File: config.mk
export PLATFORM = sky130hd
export DESIGN_NAME = pipe_hazard_ctrl_flat
export DESIGN_NICKNAME = d
export VERILOG_FILES = /design/src/rtl/pipe_hazard_ctrl_if.sv /design/src/rtl/pipe_hazard_ctrl.sv /design/src/flat_wrapper.sv
export SDC_FILE = /design/constraint.sdc
export NUM_CORES = 1
export LEC_CHECK = 0
export BUFFER_PORTS_ARGS = -buffer_cell sky130_fd_sc_hd__buf_2
export CAP_MARGIN = 40
export CORE_ASPECT_RATIO = 1.75
export CORE_MARGIN = 5
export CORE_UTILIZATION = 40
export DETAILED_ROUTE_END_ITERATION = 16
export SYNTH_ARGS = -nofsm -noshare
export SYNTH_HDL_FRONTEND = slang
export SYNTH_SLANG_ARGS = --single-unit
File: constraint.sdc
create_clock -name clk_i -period 4.93 [get_ports clk_i]
set_input_delay 0.986 -clock clk_i [delete_from_list [all_inputs] [get_ports clk_i]]
set_output_delay 0.986 -clock clk_i [all_outputs]
set_load 0.1 [all_outputs]
File: src/rtl/pipe_hazard_ctrl_if.sv
// Control bundle between the pipeline datapath and the hazard sequencer.
// The datapath side is master; the sequencer is slave.
interface pipe_hazard_ctrl_if #(
  parameter int CNT_W = 32
);
  logic             id_valid_i;
  logic [4:0]       id_rs1_addr_i;
  logic [4:0]       id_rs2_addr_i;
  logic             id_rs1_use_i;
  logic             id_rs2_use_i;
  logic [4:0]       ex_rd_addr_i;
  logic             ex_regwen_i;
  logic             ex_memrd_i;
  logic             ex_mispredict_i;
  logic             mem_busy_i;
  logic             pc_en_o;
  logic             redirect_o;
  logic             ifid_en_o;
  logic             ifid_nop_o;
  logic             idex_en_o;
  logic             idex_nop_o;
  logic             exmem_en_o;
  logic [1:0]       state_o;
  logic [CNT_W-1:0] stall_cnt_o;
  logic [CNT_W-1:0] flush_cnt_o;

  modport master (
    output id_valid_i, id_rs1_addr_i, id_rs2_addr_i, id_rs1_use_i, id_rs2_use_i,
           ex_rd_addr_i, ex_regwen_i, ex_memrd_i, ex_mispredict_i, mem_busy_i,
    input  pc_en_o, redirect_o, ifid_en_o, ifid_nop_o, idex_en_o, idex_nop_o,
           exmem_en_o, state_o, stall_cnt_o, flush_cnt_o
  );

  modport slave (
    input  id_valid_i, id_rs1_addr_i, id_rs2_addr_i, id_rs1_use_i, id_rs2_use_i,
           ex_rd_addr_i, ex_regwen_i, ex_memrd_i, ex_mispredict_i, mem_busy_i,
    output pc_en_o, redirect_o, ifid_en_o, ifid_nop_o, idex_en_o, idex_nop_o,
           exmem_en_o, state_o, stall_cnt_o, flush_cnt_o
  );
endinterface

File: src/rtl/pipe_hazard_ctrl.sv
// Stall/flush sequencer for the 5-stage pipeline: load-use bubbles, EX mispredict
// flushes, data-memory freezes, and saturating stall/flush counters.
module pipe_hazard_ctrl #(
  parameter int LD_LAT = 1,
  parameter int CNT_W  = 32
) (
  input logic               clk_i,
  input logic               rst_ni,
  pipe_hazard_ctrl_if.slave bus
);
  typedef enum logic [1:0] {
    ST_RUN     = 2'd0,
    ST_LDSTALL = 2'd1,
    ST_MEMWAIT = 2'd2
  } state_t;

  localparam logic [3:0] LD_INIT = 4'(LD_LAT - 1);

  state_t           state_reg, state_next;
  logic [3:0]       ld_cnt_reg, ld_cnt_next;
  logic [CNT_W-1:0] stall_cnt_reg, flush_cnt_reg;

  logic pc_en, redirect, ifid_en, ifid_nop, idex_en, idex_nop, exmem_en;
  logic run_eval;
  logic load_use;

  logic [4:0] src_addr [2];
  logic [1:0] src_use;
  logic [1:0] src_hit;

  assign src_addr[0] = bus.id_rs1_addr_i;
  assign src_addr[1] = bus.id_rs2_addr_i;
  assign src_use     = {bus.id_rs2_use_i, bus.id_rs1_use_i};

  for (genvar gi = 0; gi < 2; gi++) begin : g_src
    assign src_hit[gi] = src_use[gi] && (src_addr[gi] == bus.ex_rd_addr_i);
  end

  assign load_use = bus.id_valid_i && bus.ex_memrd_i && bus.ex_regwen_i &&
                    (bus.ex_rd_addr_i != 5'd0) && (|src_hit);

  always_comb begin
    state_next  = state_reg;
    ld_cnt_next = ld_cnt_reg;
    pc_en       = 1'b1;
    redirect    = 1'b0;
    ifid_en     = 1'b1;
    ifid_nop    = 1'b0;
    idex_en     = 1'b1;
    idex_nop    = 1'b0;
    exmem_en    = 1'b1;
    run_eval    = 1'b0;

    case (state_reg)
      ST_RUN: run_eval = 1'b1;
      ST_LDSTALL: begin
        pc_en   = 1'b0;
        ifid_en = 1'b0;
        if (bus.mem_busy_i) begin
          idex_en  = 1'b0;
          exmem_en = 1'b0;
        end else begin
          idex_nop = 1'b1;
          if (ld_cnt_reg <= 4'd1) begin
            state_next  = ST_RUN;
            ld_cnt_next = 4'd0;
          end else begin
            ld_cnt_next = ld_cnt_reg - 4'd1;
          end
        end
      end
      ST_MEMWAIT: begin
        // The cycle busy drops is decided exactly as a RUN cycle would be.
        if (bus.mem_busy_i) begin
          pc_en    = 1'b0;
          ifid_en  = 1'b0;
          idex_en  = 1'b0;
          exmem_en = 1'b0;
        end else begin
          run_eval = 1'b1;
        end
      end
      default: state_next = ST_RUN;
    endcase

    if (run_eval) begin
      state_next = ST_RUN;
      if (bus.mem_busy_i) begin
        pc_en      = 1'b0;
        ifid_en    = 1'b0;
        idex_en    = 1'b0;
        exmem_en   = 1'b0;
        state_next = ST_MEMWAIT;
      end else if (bus.ex_mispredict_i) begin
        redirect = 1'b1;
        ifid_nop = 1'b1;
        idex_nop = 1'b1;
      end else if (load_use) begin
        pc_en    = 1'b0;
        ifid_en  = 1'b0;
        idex_nop = 1'b1;
        if (LD_LAT > 1) begin
          state_next  = ST_LDSTALL;
          ld_cnt_next = LD_INIT;
        end
      end
    end

    if (!rst_ni) begin
      pc_en       = 1'b0;
      redirect    = 1'b0;
      ifid_en     = 1'b0;
      ifid_nop    = 1'b1;
      idex_en     = 1'b0;
      idex_nop    = 1'b1;
      exmem_en    = 1'b0;
      state_next  = ST_RUN;
      ld_cnt_next = 4'd0;
    end
  end

  always_ff @(posedge clk_i) begin
    if (!rst_ni) begin
      state_reg     <= ST_RUN;
      ld_cnt_reg    <= 4'd0;
      stall_cnt_reg <= '0;
      flush_cnt_reg <= '0;
    end else begin
      state_reg  <= state_next;
      ld_cnt_reg <= ld_cnt_next;
      if (!pc_en && (stall_cnt_reg != '1)) begin
        stall_cnt_reg <= stall_cnt_reg + CNT_W'(1);
      end
      if (redirect && (flush_cnt_reg != '1)) begin
        flush_cnt_reg <= flush_cnt_reg + CNT_W'(1);
      end
    end
  end

  assign bus.pc_en_o     = pc_en;
  assign bus.redirect_o  = redirect;
  assign bus.ifid_en_o   = ifid_en;
  assign bus.ifid_nop_o  = ifid_nop;
  assign bus.idex_en_o   = idex_en;
  assign bus.idex_nop_o  = idex_nop;
  assign bus.exmem_en_o  = exmem_en;
  assign bus.state_o     = state_reg;
  assign bus.stall_cnt_o = stall_cnt_reg;
  assign bus.flush_cnt_o = flush_cnt_reg;
endmodule

File: src/flat_wrapper.sv
// flat-port wrapper written by rule: the top's interface ports become plain ports
module pipe_hazard_ctrl_flat 
#(
  parameter int LD_LAT = 1,
  parameter int CNT_W  = 32
)
  (clk_i, rst_ni, bus_id_valid_i, bus_id_rs1_addr_i, bus_id_rs2_addr_i, bus_id_rs1_use_i, bus_id_rs2_use_i, bus_ex_rd_addr_i, bus_ex_regwen_i, bus_ex_memrd_i, bus_ex_mispredict_i, bus_mem_busy_i, bus_pc_en_o, bus_redirect_o, bus_ifid_en_o, bus_ifid_nop_o, bus_idex_en_o, bus_idex_nop_o, bus_exmem_en_o, bus_state_o, bus_stall_cnt_o, bus_flush_cnt_o);
  pipe_hazard_ctrl_if #(.CNT_W(CNT_W)) bus_i ();
  input logic clk_i;
  input logic rst_ni;
  input wire logic [$bits(bus_i.id_valid_i)-1:0] bus_id_valid_i;
  input wire logic [$bits(bus_i.id_rs1_addr_i)-1:0] bus_id_rs1_addr_i;
  input wire logic [$bits(bus_i.id_rs2_addr_i)-1:0] bus_id_rs2_addr_i;
  input wire logic [$bits(bus_i.id_rs1_use_i)-1:0] bus_id_rs1_use_i;
  input wire logic [$bits(bus_i.id_rs2_use_i)-1:0] bus_id_rs2_use_i;
  input wire logic [$bits(bus_i.ex_rd_addr_i)-1:0] bus_ex_rd_addr_i;
  input wire logic [$bits(bus_i.ex_regwen_i)-1:0] bus_ex_regwen_i;
  input wire logic [$bits(bus_i.ex_memrd_i)-1:0] bus_ex_memrd_i;
  input wire logic [$bits(bus_i.ex_mispredict_i)-1:0] bus_ex_mispredict_i;
  input wire logic [$bits(bus_i.mem_busy_i)-1:0] bus_mem_busy_i;
  output wire logic [$bits(bus_i.pc_en_o)-1:0] bus_pc_en_o;
  output wire logic [$bits(bus_i.redirect_o)-1:0] bus_redirect_o;
  output wire logic [$bits(bus_i.ifid_en_o)-1:0] bus_ifid_en_o;
  output wire logic [$bits(bus_i.ifid_nop_o)-1:0] bus_ifid_nop_o;
  output wire logic [$bits(bus_i.idex_en_o)-1:0] bus_idex_en_o;
  output wire logic [$bits(bus_i.idex_nop_o)-1:0] bus_idex_nop_o;
  output wire logic [$bits(bus_i.exmem_en_o)-1:0] bus_exmem_en_o;
  output wire logic [$bits(bus_i.state_o)-1:0] bus_state_o;
  output wire logic [$bits(bus_i.stall_cnt_o)-1:0] bus_stall_cnt_o;
  output wire logic [$bits(bus_i.flush_cnt_o)-1:0] bus_flush_cnt_o;
  assign bus_i.id_valid_i = bus_id_valid_i;
  assign bus_i.id_rs1_addr_i = bus_id_rs1_addr_i;
  assign bus_i.id_rs2_addr_i = bus_id_rs2_addr_i;
  assign bus_i.id_rs1_use_i = bus_id_rs1_use_i;
  assign bus_i.id_rs2_use_i = bus_id_rs2_use_i;
  assign bus_i.ex_rd_addr_i = bus_ex_rd_addr_i;
  assign bus_i.ex_regwen_i = bus_ex_regwen_i;
  assign bus_i.ex_memrd_i = bus_ex_memrd_i;
  assign bus_i.ex_mispredict_i = bus_ex_mispredict_i;
  assign bus_i.mem_busy_i = bus_mem_busy_i;
  assign bus_pc_en_o = bus_i.pc_en_o;
  assign bus_redirect_o = bus_i.redirect_o;
  assign bus_ifid_en_o = bus_i.ifid_en_o;
  assign bus_ifid_nop_o = bus_i.ifid_nop_o;
  assign bus_idex_en_o = bus_i.idex_en_o;
  assign bus_idex_nop_o = bus_i.idex_nop_o;
  assign bus_exmem_en_o = bus_i.exmem_en_o;
  assign bus_state_o = bus_i.state_o;
  assign bus_stall_cnt_o = bus_i.stall_cnt_o;
  assign bus_flush_cnt_o = bus_i.flush_cnt_o;
  pipe_hazard_ctrl #(.LD_LAT(LD_LAT), .CNT_W(CNT_W)) u_core (.clk_i(clk_i), .rst_ni(rst_ni), .bus(bus_i));
endmodule
# ---- Yosys cells after proc, flatten, opt, wreduce, memory -nomap -nowiden
# Cells that the tools add are included.
# W data, S select, Z words.
dict set report word_totals {
  regBits 70
  inputBits 24
  output_inout_bits 73
}
dict set report classes {
  add_sub_neg 3
  n_lt_le_gt_ge 1
  n_eq_ne 9
  n_mux 29
  n_bitwise 1
  n_reduce_logical 16
}
# cell count
set op_table {}
lappend op_table {{$add A32 B1 Y32 const B} 2}
lappend op_table {{$ne A32 B32 Y1 const B} 2}
lappend op_table {{$mux W1} 21}
lappend op_table {{$eq A5 B5 Y1} 2}
lappend op_table {{$logic_and A1 B1 Y1} 8}
lappend op_table {{$mux W2} 4}
lappend op_table {{$reduce_or A2 Y1} 3}
lappend op_table {{$reduce_bool A5 Y1} 1}
lappend op_table {{$le A4 B1 Y1 const B} 1}
lappend op_table {{$mux W4} 1}
lappend op_table {{$pmux W1 S2} 2}
lappend op_table {{$pmux W2 S2} 1}
lappend op_table {{$sub A4 B1 Y4 const B} 1}
lappend op_table {{$ne A3 B1 Y1 const B} 1}
lappend op_table {{$ne A3 B2 Y1 const B} 1}
lappend op_table {{$reduce_and A3 Y1} 1}
lappend op_table {{$eq A2 B1 Y1 const B} 1}
lappend op_table {{$eq A2 B2 Y1 const B} 1}
lappend op_table {{$logic_not A2 Y1} 1}
lappend op_table {{$ne A2 B1 Y1 const B} 1}
lappend op_table {{$reduce_and A2 Y1} 1}
lappend op_table {{$logic_not A1 Y1} 1}
lappend op_table {{$not A1 Y1} 1}

# ---- Longest topological paths before layout
dict set report logic_depth {
  word_depth 11
  mapped_depth 9
  mapped_depth_nobuf 8
}

# ---- Worst setup path after synthesis
# Ideal clock, no wire load.
dict set report synth_path {
  path_type {in2out}
  startpoint {input port bus_ex_mispredict_i}
  endpoint {output port bus_idex_nop_o}
  arrival_time_ns 4.156
  required_time_ns 3.944
  path_slack_ns -0.212
  stages 3
  path_buffers 0
  path_cell_list {inv_1 o21ai_0 o21bai_1}
}
dict set report synth_via {
  elab_chain_len 4
}
# item line
set synth_rtl {}
lappend synth_rtl {{start, declared} flat_wrapper.sv:19} ;# input wire logic [$bits(bus_i.ex_mispredict_i)-1:0] bus_ex_mispredict_i;
lappend synth_rtl {{$mux W1} pipe_hazard_ctrl.sv:94} ;# end else if (bus.ex_mispredict_i) begin
lappend synth_rtl {{$mux W1} pipe_hazard_ctrl.sv:88} ;# if (bus.mem_busy_i) begin
lappend synth_rtl {{$mux W1} pipe_hazard_ctrl.sv:86} ;# if (run_eval) begin
lappend synth_rtl {{$mux W1} pipe_hazard_ctrl.sv:109} ;# if (!rst_ni) begin
lappend synth_rtl {{end, declared} flat_wrapper.sv:26} ;# output wire logic [$bits(bus_i.idex_nop_o)-1:0] bus_idex_nop_o;
# No other way between the ends.

# ---- Worst setup path in the final report
dict set report layout_path {
  startpoint {input port rst_ni}
  endpoint {output port bus_pc_en_o}
}
dict set report layout_via {
  elab_chain_len 1
}
# item line
set layout_rtl {}
lappend layout_rtl {{start, declared} flat_wrapper.sv:10} ;# input logic rst_ni;
lappend layout_rtl {{$mux W1} pipe_hazard_ctrl.sv:109}
lappend layout_rtl {{end, declared} flat_wrapper.sv:21} ;# output wire logic [$bits(bus_i.pc_en_o)-1:0] bus_pc_en_o;
# No other way between the ends.

==> metrics.md <==
| Metric | Value |
|---|---|
| Worst Max-Slew Pin Slew | `approximately 700 ps` |
| Final Hold Violating Endpoints | `0` |
| Clk sink count | `65` |
| Cell count after synthesis | `386` |
| Final HPWL DP | `6680 um` |
| Nature of the critical path startpoint | `input port` |
| Post-route worst setup slack | `around 1500 ps` |
| Leakage component of the power | `1.69 nW` |
| Switching share of power | `24.0%` |
| Clock buffer count from CTS | `9` |
| Post-Route WL | `8830 um` |
| Synth top area share | `about 39%` |
| Total via count in the routed design | `3097` |
| Critical Path Start | `rst_ni` |
| Ratio of routed vias to standard cells | `5.40` |
| Via count of the first global-routing pass | `between 3000 and 4000` |
| Net Switching | `0.321 mW` |
| Net total in the final layout | `around 500` |
| Maximum net fanout on the critical path | `27` |
| Cell type group with the largest total delay on the critical path | `buffers and inverters` |
| Result of the run | `complete, no violations` |
| Start point of the worst hold path | `u_core.bus.stall_cnt_o[21]` |
| Maximum number of pins on one net before global-route repair | `50` |
| HP Class | `reg2reg` |
| Worst hold path depth | `2` |
| Top Ports | `97` |
| Post-cts resize count | `0` |
| Initial antenna violation count | `0` |
| Stages on worst setup path | `5` |
| Die Wd | `79.5 um` |
| Sum Neg Setup Slack | `0 ps` |
| Number of buffer and inverter instances along the worst setup path | `3` |
| RR Startpoint | `u_core.bus.stall_cnt_o[3]` |
| Relative contribution of the clock network to total power | `approximately 51%` |
| TritonCTS clock tree | `yes` |
| Die Height | `about 130 um` |
| Share of the cycle needed by the critical path after routing | `69.7%` |
| Design area | `0.00419 sq mm` |
| Post-Synthesis Mean Instance Area | `8.76 sq um` |
| Cell with the most instances on the worst path | `buf_2` |
| Crit path cell chain | `buf_2 -> inv_1 -> a211o_1 -> nand2_1 -> buf_2` |
| Slew margin rel. | `between 50% and 60%` |
| Gr usage total | `17.4%` |
| Routed wire length per instance | `around 15 um` |
| Worst-skew pair later-pin latency | `330 ps` |
| Upper clock frequency limit | `291 MHz` |
| CTS Hold Bufs | `0` |
| Area growth from synthesis to final layout | `24.0%` |
| Stage delay of the slowest cell on the critical path | `430 ps` |
| Worst Clk Skew | `~7.1 ps` |
| Placement Cell Area | `between 0.003 and 0.004 sq mm` |
| Overall die area | `0.0105 sq mm` |
| Root buffer cell | `clkbuf_16` |
| RSZ-0062 raised after global routing | `false` |
| H-Tree Level Count | `3` |
| Distinct cell type count after synthesis | `57` |
| Ys Warns | `0` |
| Number of synthesized flops with an enable pin | `0` |
| MaxCap Viol Count | `0` |
| Post-CTS setup buffers | `0` |
| Number of core rows | `44` |
| Detailed router's first-iteration violation count | `129` |
| Ranking of synthesized cells by area | `dfxtp_1 (39%), xor2_1 (6.0%), xnor2_1 (5.4%)` |
| Remaining number of nets flagged by the antenna check after routing | `0` |
| Number of port buffers | `95` |
| Internal power summed over all cells | `1.02 mW` |
| DRC errors left | `0` |
| Synthesized Nets | `412` |
| Power density of the placed cells | `319 mW/mm^2` |
| Class of the most critical setup path | `in2out` |
| Fraction of registers with async set or reset after synthesis | `0%` |
| Sequential share of the synthesized area | `roughly two fifths` |
| Slowest stage cell, crit path | `buf_2` |
| Required time of the critical path | `approximately 3900 ps` |
| Routability-driven placement congestion ratio | `0.760` |
| Cell taking the most area after synthesis | `dfxtp_1` |
| Sequential fraction of design power | `40.0%` |
| Area inside the core boundary | `0.00826 sq mm` |
| Starting utilization of the core area | `40.9%` |
| Data arrival time of the critical path | `~2500 ps` |
| Leading register cell type out of synthesis | `dfxtp_1` |
| Share of layout cells above drive strength 1 | `between 30% and 40%` |
| Drt pass-1 iters | `4` |
| Max Slew Vio Count | `0` |
| First-pass GRT wire length | `between 10000 and 15000 um` |
| Diode insertion count for antenna repair | `0` |
| Worst setup EP type | `output pin` |
| Overall Power | `1.34 mW` |
| Register-to-Register Path Depth | `5` |
| Clock-pin transition on the worst setup and hold timing paths | `50 ps` |
| Final hold slack | `501 ps` |
| Peak ir drop on the vdd network | `about 0.00017 V` |
| Overflow after GRT | `0` |
| Seq cells post-synth | `65` |
| Max Buffers Root-to-Sink | `2` |
| Setup slack at placement | `1500 ps` |
| Cell area after synthesis | `0.00338 sq mm` |
| Share of total power in combinational logic | `8.8%` |
| Final setup violation count | `0` |
| Post-layout minimum cycle time | `3440 ps` |
==> registers in the layout, summed over array words and instances, names as in the netlist <==
| signal | count |
|---|---|
| u_core.bus.flush_cnt_o | 32 |
| u_core.bus.stall_cnt_o | 32 |
| u_core.bus.state_o | 1 |
==> worst paths after layout <==
| kind | endpoint | slack, ps |
|---|---|---|
| worst min-delay path | u_core.bus.stall_cnt_o[21] | 500 |
| worst min register to register | u_core.bus.stall_cnt_o[21] | 500 |
| worst max-delay path | bus_pc_en_o | 1490 |
| worst max register to register | u_core.bus.stall_cnt_o[29] | 2220 |
==> logic make-up after synthesis <==
group	after synthesis	share of synthesized area [%]
multiplexers	7	2.07
AO/OA/AOI/OAI	55	12.3
other	1	0.111
AND/OR/NAND/NOR	185	30.4
flip-flops	65	38.5
buffers and inverters	27	4.55
XOR/XNOR	44	11.4
adder cells (fa/ha/maj)	2	0.740
==> layout by cell type (no fill, tap or decap), drive strengths merged, types with 3 or more instances in the layout <==
cell,instances
buf,96
dfxtp,65
nor2,39
nand2,31
nand3,25
xor2,23
nand4,23
xnor2,21
a21oi,19
clkbuf,15
o21ai,11
inv,10
or3,10
and2,9
o31ai,9
and3,8
or4,8
nor3,7
mux2i,7
nand2b,7
and4,6
nor4,5
or2,3
==> stage by stage <==
stage                     std cells  util [%]
final                           573      50.7
after detailed placement        557      46.8
after CTS                       573      50.7
after global routing            573      50.7
after floorplan                 386         -
after global placement          557      46.8
==> cells in the mapped netlist (all sizes together), types with 9 or more instances <==
library cell	n
a21oi	19
and2	9
dfxtp	65
inv	10
nand2	31
nand3	25
nand4	23
nor2	39
o21ai	11
o31ai	9
or3	10
xnor2	21
xor2	23
==> power groups by stage <==
| stage | Combinational, mW | Clock, mW | Sequential [mW] |
|---|---|---|---|
| after CTS | 0.120 | 0.700 | 0.534 |
| after global routing | 0.125 | 0.721 | 0.534 |
| after floorplan | 0.0669 | 0 | 0.571 |
| after global placement | 0.118 | 0 | 0.545 |
| final | 0.118 | 0.684 | 0.534 |
| after detailed placement | 0.119 | 0 | 0.545 |
==> cell type report <==
cell class | instances | area (sq um)
tap | 92 | 115
fill | 811 | 4070
sequential | 65 | 1300
clock inverter | 1 | 30.0
inverter | 10 | 37.5
multi-input combinational | 294 | 1920
timing repair buffer | 96 | 483
clock buffer | 15 | 298
==> metal layers <==
| metal | part of all wire (%) | GRT usage [%] |
|---|---|---|
| met5 | 0 | 0 |
| met2 | 55 | 32.3 |
| met3 | 3.6 | 2.88 |
| met4 | 3.2 | 10.0 |
| met1 | 38 | 17.6 |
==> worst reg2reg max path, delay by kind of cell (launching register included) <==
kind | cells | cell delay [ps]
and+or+nand+nor | 4 | 2040
DFF | 1 | 460
AOI/OAI and AO/OA | 1 | 150
(Power assumes the default switching activity.)
